===== src/rtl/mat_seq_pkg.sv =====
// Shared definitions for the sequential 2x2 matrix multiply controller.
//
// Holds the datapath widths, the FSM state type and small helpers that map a
// multiply step onto operand element indices and accumulator entries.
// Matrix packing: element k = 2*row + col lives at [ELEM_W*k +: ELEM_W].
package mat_seq_pkg;

  localparam int unsigned ELEM_W    = 3;
  localparam int unsigned PROD_W    = 6;
  localparam int unsigned ACC_W     = 7;
  localparam int unsigned N_ENTRIES = 4;
  localparam int unsigned N_STEPS   = 8;

  localparam int unsigned MAT_W   = N_ENTRIES * ELEM_W;  // packed operand width
  localparam int unsigned RES_W   = N_ENTRIES * PROD_W;  // packed result width
  localparam int unsigned STEP_W  = 3;                   // step index 0..7
  localparam int unsigned COUNT_W = 4;                   // product count 0..8
  localparam int unsigned IDX_W   = 2;                   // element/entry index

  // Largest value an output entry can carry; sums above it saturate or wrap.
  localparam logic [ACC_W-1:0] ENTRY_MAX = ACC_W'((2 ** PROD_W) - 1);

  typedef enum logic [1:0] {
    IDLE,
    MUL,
    HOLD
  } state_e;

  // Step s: e = s>>1, t = s&1, i = e>>1, j = e&1.
  // A[i][t] has index 2*i + t, B[t][j] has index 2*t + j.
  function automatic logic [IDX_W-1:0] a_index(input logic [STEP_W-1:0] s);
    return {s[2], s[0]};
  endfunction

  function automatic logic [IDX_W-1:0] b_index(input logic [STEP_W-1:0] s);
    return {s[0], s[1]};
  endfunction

  function automatic logic [IDX_W-1:0] entry_index(input logic [STEP_W-1:0] s);
    return s[2:1];
  endfunction

  function automatic logic [ELEM_W-1:0] get_elem(input logic [MAT_W-1:0] m,
                                                 input logic [IDX_W-1:0] k);
    return m[k*ELEM_W +: ELEM_W];
  endfunction

endpackage


===== src/rtl/mat_seq_acc.sv =====
// One result-entry accumulator for the 2x2 matrix multiply controller.
//
// Ports:
//   clock   rising-edge clock
//   reset   synchronous active-high reset, clears the sum
//   clear   synchronous clear at job accept
//   add_en  add `addend` into the sum this edge
//   addend  product from the external multiplier
//   entry   output entry (saturated or truncated sum)
//   sat     sum exceeds the entry range (saturating build only)
//
// Build option: MAT_SEQ_SATURATE_EN selects saturation to ENTRY_MAX with an
// overflow flag; otherwise the entry is the sum modulo 2**PROD_W and sat is 0.
module mat_seq_acc
  import mat_seq_pkg::*;
(
  input  logic              clock,
  input  logic              reset,
  input  logic              clear,
  input  logic              add_en,
  input  logic [PROD_W-1:0] addend,
  output logic [PROD_W-1:0] entry,
  output logic              sat
);

  // Two 3x3-bit products sum to at most 98, so ACC_W bits never wrap.
  logic [ACC_W-1:0] acc_q;

  always_ff @(posedge clock) begin
    if (reset || clear) begin
      acc_q <= '0;
    end else if (add_en) begin
      acc_q <= acc_q + {{(ACC_W - PROD_W){1'b0}}, addend};
    end
  end

`ifdef MAT_SEQ_SATURATE_EN
  // The sum only grows until the next clear, so this flag is inherently sticky.
  assign sat   = (acc_q > ENTRY_MAX);
  assign entry = sat ? '1 : acc_q[PROD_W-1:0];
`else
  logic unused_msb;
  assign unused_msb = acc_q[ACC_W-1];
  assign sat        = 1'b0;
  assign entry      = acc_q[PROD_W-1:0];
`endif

endmodule


===== src/rtl/mat_seq_controller.sv =====
// Sequential 2x2 matrix multiply controller driving an external multiplier.
//
// A job is accepted in IDLE, then eight MUL steps each present one pair of
// operand elements to the multiplier and add the returned product into one of
// four entry accumulators. The result is held in HOLD until consumed.
//
// Ports:
//   clock, reset     rising-edge clock, synchronous active-high reset
//   start_valid/ready  job request handshake (ready only in IDLE)
//   matrix_a/b       packed 2x2 operands, element k = 2*row+col at [3k+2:3k]
//   mul_a/mul_b      multiplier operands, zero outside MUL
//   mul_p            combinational product from the external multiplier
//   result_valid/ready result handshake (valid only in HOLD)
//   matrix_result    packed result, entry k at [6k+5:6k]
//   matrix_count     products completed, 0..8
//   busy             FSM is not in IDLE
//   overflow         any entry saturated
//
// Build option: MAT_SEQ_SATURATE_EN enables entry saturation and `overflow`
// (see mat_seq_acc); by default entries wrap and `overflow` stays 0.
module mat_seq_controller
  import mat_seq_pkg::*;
(
  input  logic               clock,
  input  logic               reset,
  input  logic               start_valid,
  output logic               start_ready,
  input  logic [MAT_W-1:0]   matrix_a,
  input  logic [MAT_W-1:0]   matrix_b,
  output logic [ELEM_W-1:0]  mul_a,
  output logic [ELEM_W-1:0]  mul_b,
  input  logic [PROD_W-1:0]  mul_p,
  output logic               result_valid,
  input  logic               result_ready,
  output logic [RES_W-1:0]   matrix_result,
  output logic [COUNT_W-1:0] matrix_count,
  output logic               busy,
  output logic               overflow
);

  state_e               state_q;
  logic [STEP_W-1:0]    step_q;
  logic [STEP_W-1:0]    step_nxt;
  logic [MAT_W-1:0]     a_q;
  logic [MAT_W-1:0]     b_q;
  logic [COUNT_W-1:0]   count_q;
  logic [ELEM_W-1:0]    mul_a_q;
  logic [ELEM_W-1:0]    mul_b_q;
  logic                 start_ready_q;
  logic                 result_valid_q;
  logic                 busy_q;

  logic                 accept;
  logic [N_ENTRIES-1:0] add_en;
  logic [N_ENTRIES-1:0] entry_sat;

  assign accept   = (state_q == IDLE) && start_valid && start_ready_q;
  assign step_nxt = step_q + STEP_W'(1);

  // Multiplier operands are registered one step ahead so that during step s
  // they already hold A[i][t] and B[t][j]; step 0 is loaded from the inputs
  // at the accept edge since the captured copies are not yet available.
  always_ff @(posedge clock) begin
    if (reset) begin
      state_q        <= IDLE;
      step_q         <= '0;
      a_q            <= '0;
      b_q            <= '0;
      count_q        <= '0;
      mul_a_q        <= '0;
      mul_b_q        <= '0;
      start_ready_q  <= 1'b1;
      result_valid_q <= 1'b0;
      busy_q         <= 1'b0;
    end else begin
      unique case (state_q)
        IDLE: begin
          if (accept) begin
            a_q           <= matrix_a;
            b_q           <= matrix_b;
            step_q        <= '0;
            count_q       <= '0;
            mul_a_q       <= get_elem(matrix_a, a_index(STEP_W'(0)));
            mul_b_q       <= get_elem(matrix_b, b_index(STEP_W'(0)));
            start_ready_q <= 1'b0;
            busy_q        <= 1'b1;
            state_q       <= MUL;
          end
        end
        MUL: begin
          count_q <= count_q + COUNT_W'(1);
          if (step_q == STEP_W'(N_STEPS - 1)) begin
            mul_a_q        <= '0;
            mul_b_q        <= '0;
            result_valid_q <= 1'b1;
            state_q        <= HOLD;
          end else begin
            step_q  <= step_nxt;
            mul_a_q <= get_elem(a_q, a_index(step_nxt));
            mul_b_q <= get_elem(b_q, b_index(step_nxt));
          end
        end
        HOLD: begin
          if (result_valid_q && result_ready) begin
            result_valid_q <= 1'b0;
            start_ready_q  <= 1'b1;
            busy_q         <= 1'b0;
            state_q        <= IDLE;
          end
        end
        default: begin
          mul_a_q        <= '0;
          mul_b_q        <= '0;
          result_valid_q <= 1'b0;
          start_ready_q  <= 1'b1;
          busy_q         <= 1'b0;
          state_q        <= IDLE;
        end
      endcase
    end
  end

  // Exactly one accumulator adds per MUL step; two consecutive steps feed it.
  always_comb begin
    add_en = '0;
    if (state_q == MUL) begin
      add_en[entry_index(step_q)] = 1'b1;
    end
  end

  for (genvar e = 0; e < N_ENTRIES; e++) begin : g_acc
    mat_seq_acc u_acc (
      .clock  (clock),
      .reset  (reset),
      .clear  (accept),
      .add_en (add_en[e]),
      .addend (mul_p),
      .entry  (matrix_result[e*PROD_W +: PROD_W]),
      .sat    (entry_sat[e])
    );
  end

  assign start_ready  = start_ready_q;
  assign result_valid = result_valid_q;
  assign busy         = busy_q;
  assign mul_a        = mul_a_q;
  assign mul_b        = mul_b_q;
  assign matrix_count = count_q;
  assign overflow     = |entry_sat;

endmodule


===== config.mk =====
export PLATFORM = sky130hd
export DESIGN_NAME = mat_seq_controller
export DESIGN_NICKNAME = d
export VERILOG_FILES = /design/src/rtl/mat_seq_pkg.sv /design/src/rtl/mat_seq_acc.sv /design/src/rtl/mat_seq_controller.sv
export SDC_FILE = /design/constraint.sdc
export NUM_CORES = 1
export LEC_CHECK = 0
export CAP_MARGIN = 10
export CELL_PAD_IN_SITES_DETAIL_PLACEMENT = 0
export CELL_PAD_IN_SITES_GLOBAL_PLACEMENT = 1
export CORE_MARGIN = 2
export CORE_UTILIZATION = 42
export DETAILED_ROUTE_END_ITERATION = 10
export GPL_TIMING_DRIVEN = 0
export PLACE_DENSITY_LB_ADDON = 0.1
export SLEW_MARGIN = 20
export SYNTH_ARGS = -nofsm -noshare
export SYNTH_HDL_FRONTEND = slang
export SYNTH_SLANG_ARGS = --single-unit

===== constraint.sdc =====
create_clock -name clock -period 5.3 [get_ports clock]
set_input_delay 1.06 -clock clock [delete_from_list [all_inputs] [get_ports clock]]
set_output_delay 1.06 -clock clock [all_outputs]
set_load 0.05 [all_outputs]

==> results of run 1 <==
[worst min-delay path by stage]
stage                start  endpoint  slack [ns]  cells past startpoint
global placement    b_q[1]    b_q[1]        0.44                      2
CTS                 b_q[3]    b_q[3]        0.46                      2
floorplan           a_q[0]    a_q[0]        0.43                      2
finish              b_q[3]    b_q[3]        0.46                      2
detailed placement  b_q[3]    b_q[3]        0.45                      2
global route        b_q[2]    b_q[2]        0.48                      2
[routing by layer]
layer	up-vias	share of wire (%)
met2	72	49
met5	-	0
met3	5	5.3
met1	1506	45
met4	0	0.61
li1	1635	-
[cells in the final DEF (no fill, tap or decap), drive strengths merged, types with 5 or more instances in the layout]
cell type | netlist | layout
a22oi | 8 | 8
clkdlybuf4s50 | 0 | 69
nand2 | 78 | 78
buf | 9 | 9
nor2 | 18 | 18
o2bb2ai | 6 | 6
clkbuf | 17 | 28
mux4 | 6 | 6
a21oi | 46 | 46
nand4 | 5 | 5
nor3b | 11 | 11
nand2b | 6 | 6
inv | 8 | 8
o21ai | 16 | 16
a211oi | 12 | 12
dfxtp | 66 | 66
and2 | 5 | 5
nor2b | 8 | 8
ha | 23 | 23
a21o | 5 | 5
[layout make-up]
cell class	count	area share, %
Clock inverter	4	1.116
Inverter	8	0.6532
Buffer	26	2.422
Timing Repair Buffer	69	15.02
Clock buffer	11	3.293
Sequential cell	66	28.74
Tap cell	105	2.858
Multi-Input combinational cell	311	45.89
[stage by stage]
| step | utilization (%) | hold WS, ns | instances | cell area, sq um |
|---|---|---|---|---|
| detailed placement | 53.48 | 0.4473 | 585 | 4394 |
| floorplan | - | 0.4331 | 411 | 3572 |
| CTS | 55.95 | 0.4582 | 600 | 4597 |
| global route | 55.95 | 0.4776 | 600 | 4597 |
| finish | 55.95 | 0.4554 | 600 | 4597 |
| global placement | 53.48 | 0.4402 | 585 | 4394 |
[sequential cells by signal, summed over array words and instances, names as in the netlist]
signal and count:
state_q 2, a_q 12, result_valid 1, g_acc.u_acc.acc_q 24, matrix_count 4, step_q 3
mul_a 3, b_q 12, start_ready 1, mul_b 3, busy 1
[logic make-up (layout without fill, tap and decap cells)]
logic type,Yosys count,in the layout
simple gates,156,156
compound gates,114,114
flops,66,66
buf+inv,34,118
fa+ha+maj,27,27
mux,8,8
xor+xnor,5,5
other cells,1,1
[power by group]
part	total, mW	internal, mW	switching (mW)	leakage [nW]
logic	0.231	0.0933	0.138	1.06
clock network	0.441	0.240	0.201	0.101
registers	0.539	0.522	0.0174	0.538
total	1.21	0.855	0.356	1.70
[worst reg2reg max path: stages, from the launching register on]
cell,delay (ns)
dfxtp_1,0.46
clkbuf_1,0.39
nor4b_2,0.68
nand2_1,0.11
or3_1,0.33
a31oi_1,0.16
==> key figures, run 1 <==
Status
  • Outcome: finished clean

Finish
  • Syn-to-layout area delta: 28.69%
  • Layout cell share with drive strength beyond 1: 7.071%
  • N_diodes: 0
  • Fill count: 772
  • Multi-input gate area: 2110 sq um
  • Register area: 1321 sq um
  • Final Net Count: 552

Detailed routing
  • Post-route ant nets: 0
  • Vias/cell: 5.363
  • Vias post-DR: 3218
  • Starting DRT DRC Count: 94
  • Average wire per standard cell: 15.11 um
  • Final wirelength: 9068 um
  • First-pass DRT Iterations: 4
  • Residual DRC: 0

Timing
  • Max-slew violations: 0
  • Final Hold Viols: 0
  • Min Tclk post-route: 2.823 ns
  • Worst-margin pin slew: 0.7154 ns
  • TNS Setup: 0 ns
  • Final setup viols: 0
  • Post-route setup slack: 2.477 ns
  • Worst Skew: 0.01110 ns
  • F_max: 354.2 MHz
  • Tcrit/Tclk final: 53.27%
  • Slew HR: 52.18%
  • RSZ-0062 raised after global routing: no

Setup path
  • Crit path kind: input pin to flip-flop
  • RR Endpoint: g_acc[0].u_acc.acc_q[4]
  • CP max FO: 4
  • Arr. time, crit path: 3.11 ns
  • Cell family with the largest share of critical-path delay: buffers and inverters
  • Bufs and invs on worst path: 1
  • Worst path depth: 6
  • Reg2reg path depth: 5
  • Crit path from: mul_p[2]
  • CP Capture Type: flip-flop
  • Crit-path cells: clkdlybuf4s50_1, ha_1, o21ai_0, or4_1, a31o_2, a21oi_1
  • Crit start category: input pin
  • Worst path slowest cell: clkdlybuf4s50_1
  • WP data required: 5.58 ns
  • FF-to-FF Start: state_q[0]
  • CP peak stage delay: 0.55 ns
  • Worst setup endpoint: g_acc[2].u_acc.acc_q[5]
  • R2R Setup Slk: 3.11 ns

Global route
  • Tot GR Track Use: 20.56%
  • Met3 Use GR: 3.759%
  • Gr busiest metal: met2
  • GRT overflow: 0
  • Largest net degree at the start of global routing: 12
  • Antenna violations before repair: 0
  • Number of global-route vias before repair: 2989
  • Met2 Use GR: 36.05%
  • Met1 Use GR: 25.25%
  • Global-route wire length before repair: 14460 um

Synth
  • Simple-gate share of the synthesized area: 22.98%
  • EDFF count, synth: 0
  • Area contributors post-synth: dfxtp_1, nand2_1, ha_1
  • XOR/XNOR share of the synthesized area: 1.226%
  • Main combinational cell family by area after synthesis: simple AND/OR/NAND/NOR gates
  • Syn Nets: 472
  • Mux contribution to synthesized area: 4.343%
  • Post-synthesis sequential area ratio: 36.99%
  • Most frequent cell after synthesis: nand2_1
  • Post-synthesis async set-or-reset flop share: 0%
  • Synth Flop Type: dfxtp_1
  • Synth Area in Adders: 10.30%
  • Mapped Area: 3572 sq um
  • Synth Instances: 411
  • Synth Area in Compound Gates: 20.11%
  • Number of distinct library cells after synthesis: 52
  • Share of the synthesized area in the top cell type: 36.99%
  • Most common library cells after synthesis: nand2_1, dfxtp_1, a21oi_1, ha_1, nor2_1
  • Flop and latch count out of synthesis: 66
  • Synth warn: 0
  • Post-synth top area cell: dfxtp_1
  • Avg Inst Size Synth: 8.691 sq um

Placed design
  • RD Place Congestion: 0.8345
  • Hpwl dp: 6632 um
  • Port Buffer Count: 69
  • Pre-CTS setup slack: 2.135 ns

CTS
  • # hold bufs at CTS: 0
  • Skew-Pair Late Insertion Delay: 0.35 ns
  • Root Buffer: clkbuf_8
  • Post-CTS setup repair buffer count: 0
  • TritonCTS Sinks: 66
  • Number of CTS-inserted buffers: 9
  • Clock Tree Buf Depth: 2
  • CTS resizes: 0
  • H-tree depth: 3
  • Clk slew on worst S/H paths: 0.08 ns
  • TritonCTS clock tree: done

Flow run
  • Max_cap viols: 0

Power
  • Leakage: 1.696 nW
  • PwrDens: 263.5 nW/um^2
  • Total power: 1.211 mW
  • Max VDD drop: 0.1520 mV

Floorplanning
  • Num rows: 33
  • Core ar.: 8217 sq um
  • Die extent in y: 96.23 um
  • Die area: 9259 sq um
  • Initial core utilization: 43.47%
  • Die W: 96.23 um
  • Num ports: 72

Worst hold path
  • Class of the tightest hold or removal check: flip-flop to flip-flop
No activity file was read; power rests on OpenSTA's default activity.
==> inputs of run 2 (changes only) <==
--- a/config.mk
+++ b/config.mk
@@ -9,7 +9,7 @@
 export CELL_PAD_IN_SITES_DETAIL_PLACEMENT = 0
 export CELL_PAD_IN_SITES_GLOBAL_PLACEMENT = 1
 export CORE_MARGIN = 2
-export CORE_UTILIZATION = 42
+export CORE_UTILIZATION = 35
 export DETAILED_ROUTE_END_ITERATION = 10
 export GPL_TIMING_DRIVEN = 0
 export PLACE_DENSITY_LB_ADDON = 0.1
==> constraint.sdc (replaced) <==
create_clock -name clock -period 2.56 [get_ports clock]
set_input_delay 0.512 -clock clock [delete_from_list [all_inputs] [get_ports clock]]
set_output_delay 0.512 -clock clock [all_outputs]
set_load 0.05 [all_outputs]
==> run 2 against run 1 <==
Register-to-register slack got worse by 2.8 ns. Wire length increased by 4.0%. Power increased by 120%. Critical endpoint unchanged.
==> key figures, run 2 (same netlist as run 1, synthesis figures left out) <==
Detailed routing
  • Final wirelength: 9429 um
  • Post-route ant nets: 0
  • Average wire per standard cell: 14.99 um
  • Vias post-DR: 3216
  • Starting DRT DRC Count: 83
  • Residual DRC: 0
  • Vias/cell: 5.113
  • First-pass DRT Iterations: 4

Finish
  • Layout cell share with drive strength beyond 1: 7.258%
  • Register area: 1321 sq um
  • Multi-input gate area: 2110 sq um
  • Most frequent cells in the layout: nand2_1, clkdlybuf4s50_1, dfxtp_1
  • Non-Filler Instances: 629
  • Most common cell after layout, fill and taps aside: nand2_1
  • Biggest regs: g_acc.u_acc.acc_q (24), a_q (12), b_q (12)
  • Post-route cell area: 4657 sq um
  • Syn-to-layout area delta: 30.37%
  • N_diodes: 0
  • Max FFs per register: 24
  • Fill count: 1018
  • Final Net Count: 552
  • Most flop-heavy register: g_acc.u_acc.acc_q

Floorplanning
  • Num ports: 72
  • Die area: 11030 sq um
  • Die W: 105.0 um
  • Core ar.: 9819 sq um
  • Num rows: 36
  • Initial core utilization: 36.38%
  • Die extent in y: 105.0 um

Timing
  • Worst Skew: 0.006727 ns
  • Worst-margin pin slew: 0.7430 ns
  • Slew HR: 50.34%
  • RSZ-0062 raised after global routing: no
  • Post-route setup slack: 0.2357 ns
  • Min Tclk post-route: 2.324 ns
  • Tcrit/Tclk final: 90.79%
  • Max-slew violations: 0
  • Final setup viols: 0
  • F_max: 430.2 MHz
  • Final Hold Viols: 0
  • Worst hold slack: 0.4530 ns

Status
  • Outcome: finished clean

Placed design
  • Port Buffer Count: 69
  • Pre-CTS setup slack: -0.09494 ns
  • RD Place Congestion: 0.7923
  • Post-DP Area: 4429 sq um
  • Cell total after placement: 613
  • Hpwl dp: 6949 um

Power
  • Leakage: 1.707 nW
  • Clk pwr share: 38.9%
  • Switching Share: 29.16%
  • Cell Int Power: 1.849 mW
  • Max VDD drop: 0.3601 mV
  • Combinational power share: 18.4%
  • P_sw: 0.7611 mW
  • Reg power frac: 42.7%
  • PwrDens: 560.5 nW/um^2

CTS
  • TritonCTS clock tree: done
  • Number of CTS-inserted buffers: 9
  • H-tree depth: 3
  • Root Buffer: clkbuf_8
  • Post-CTS setup repair buffer count: 0
  • TritonCTS Sinks: 66
  • CTS resizes: 0
  • # hold bufs at CTS: 0
  • Clk slew on worst S/H paths: 0.08 ns
  • Clock Tree Buf Depth: 2
  • Skew-Pair Late Insertion Delay: 0.34 ns

Setup path
  • Crit path from: mul_p[2]
  • WP data required: 2.83 ns
  • Crit path kind: input pin to flip-flop
  • R2R Setup Slk: 0.31 ns
  • Reg2reg path depth: 7
  • Arr. time, crit path: 2.60 ns
  • Crit start category: input pin
  • FF-to-FF Start: state_q[1]
  • RR Endpoint: a_q[3]
  • Worst setup endpoint: g_acc[2].u_acc.acc_q[5]
  • CP max FO: 4
  • CP Capture Type: flip-flop

Global route
  • Global-route wire length before repair: 15240 um
  • Antenna violations before repair: 0
  • GRT overflow: 0
  • Tot GR Track Use: 17.42%
  • Largest net degree at the start of global routing: 13
  • Number of global-route vias before repair: 3129

Flow run
  • Max_cap viols: 0

Worst hold path
  • Class of the tightest hold or removal check: flip-flop to flip-flop
==> run 2: cell types whose count changed in the layout (fill, tap and decap cells not counted) <==
cell	change
clkbuf_8	-1
bufinv_16	+1
clkinv_4	+1
==> run 2: per-layer routing <==
| layer | GRT usage [%] | part of all wire (%) |
|---|---|---|
| met1 | 20.81 | 45 |
| met2 | 31.35 | 50 |
| met3 | 3.556 | 3.5 |
| met4 | 5.048 | 0.99 |
| met5 | 0 | 0 |
==> run 2: final cells by class <==
type                       count  area share, %
buffer                        26          2.391
clock buffer                  10          2.955
clock inverter                 6          1.934
inverter                       8         0.6448
multi-input combinational    311          45.30
sequential                    66          28.37
tap                          133          3.573
timing repair buffer          69          14.83
==> run 2: critical path, stage by stage <==
cell and delay, ns:
clkdlybuf4s50_1 0.58, ha_1 0.44, o21ai_0 0.15, or4_1 0.53
a31o_2 0.25, a21oi_1 0.13
==> run 2: power groups by stage <==
| stage | logic [mW] | clock network, mW | registers (mW) |
|---|---|---|---|
| after floorplan | 0.233 | 0 | 1.21 |
| after global placement | 0.481 | 0 | 1.14 |
| after detailed placement | 0.485 | 0 | 1.14 |
| after CTS | 0.487 | 1.05 | 1.11 |
| after global routing | 0.531 | 1.08 | 1.12 |
| final | 0.481 | 1.02 | 1.11 |
==> run 2: how the worst min path moves through the flow <==
stage / end / from / slack, ns / depth (start not counted)
6_report: a_q[8] / a_q[8] / 0.45 / 2
5_1_grt: a_q[1] / a_q[1] / 0.48 / 2
4_1_cts: b_q[3] / b_q[3] / 0.46 / 2
3_5_place_dp: b_q[3] / b_q[3] / 0.44 / 2
3_3_place_gp: b_q[3] / b_q[3] / 0.44 / 2
2_1_floorplan: a_q[0] / a_q[0] / 0.43 / 2
==> run 2: per-stage QoR <==
step                      power (mW)  util, %  setup TNS (ns)
after floorplan                1.438        -               0
after global placement         1.619    45.11         -0.3192
after detailed placement       1.624    45.11         -0.6245
after CTS                      2.650    47.43               0
after global routing           2.735    47.43               0
final                          2.610    47.43               0
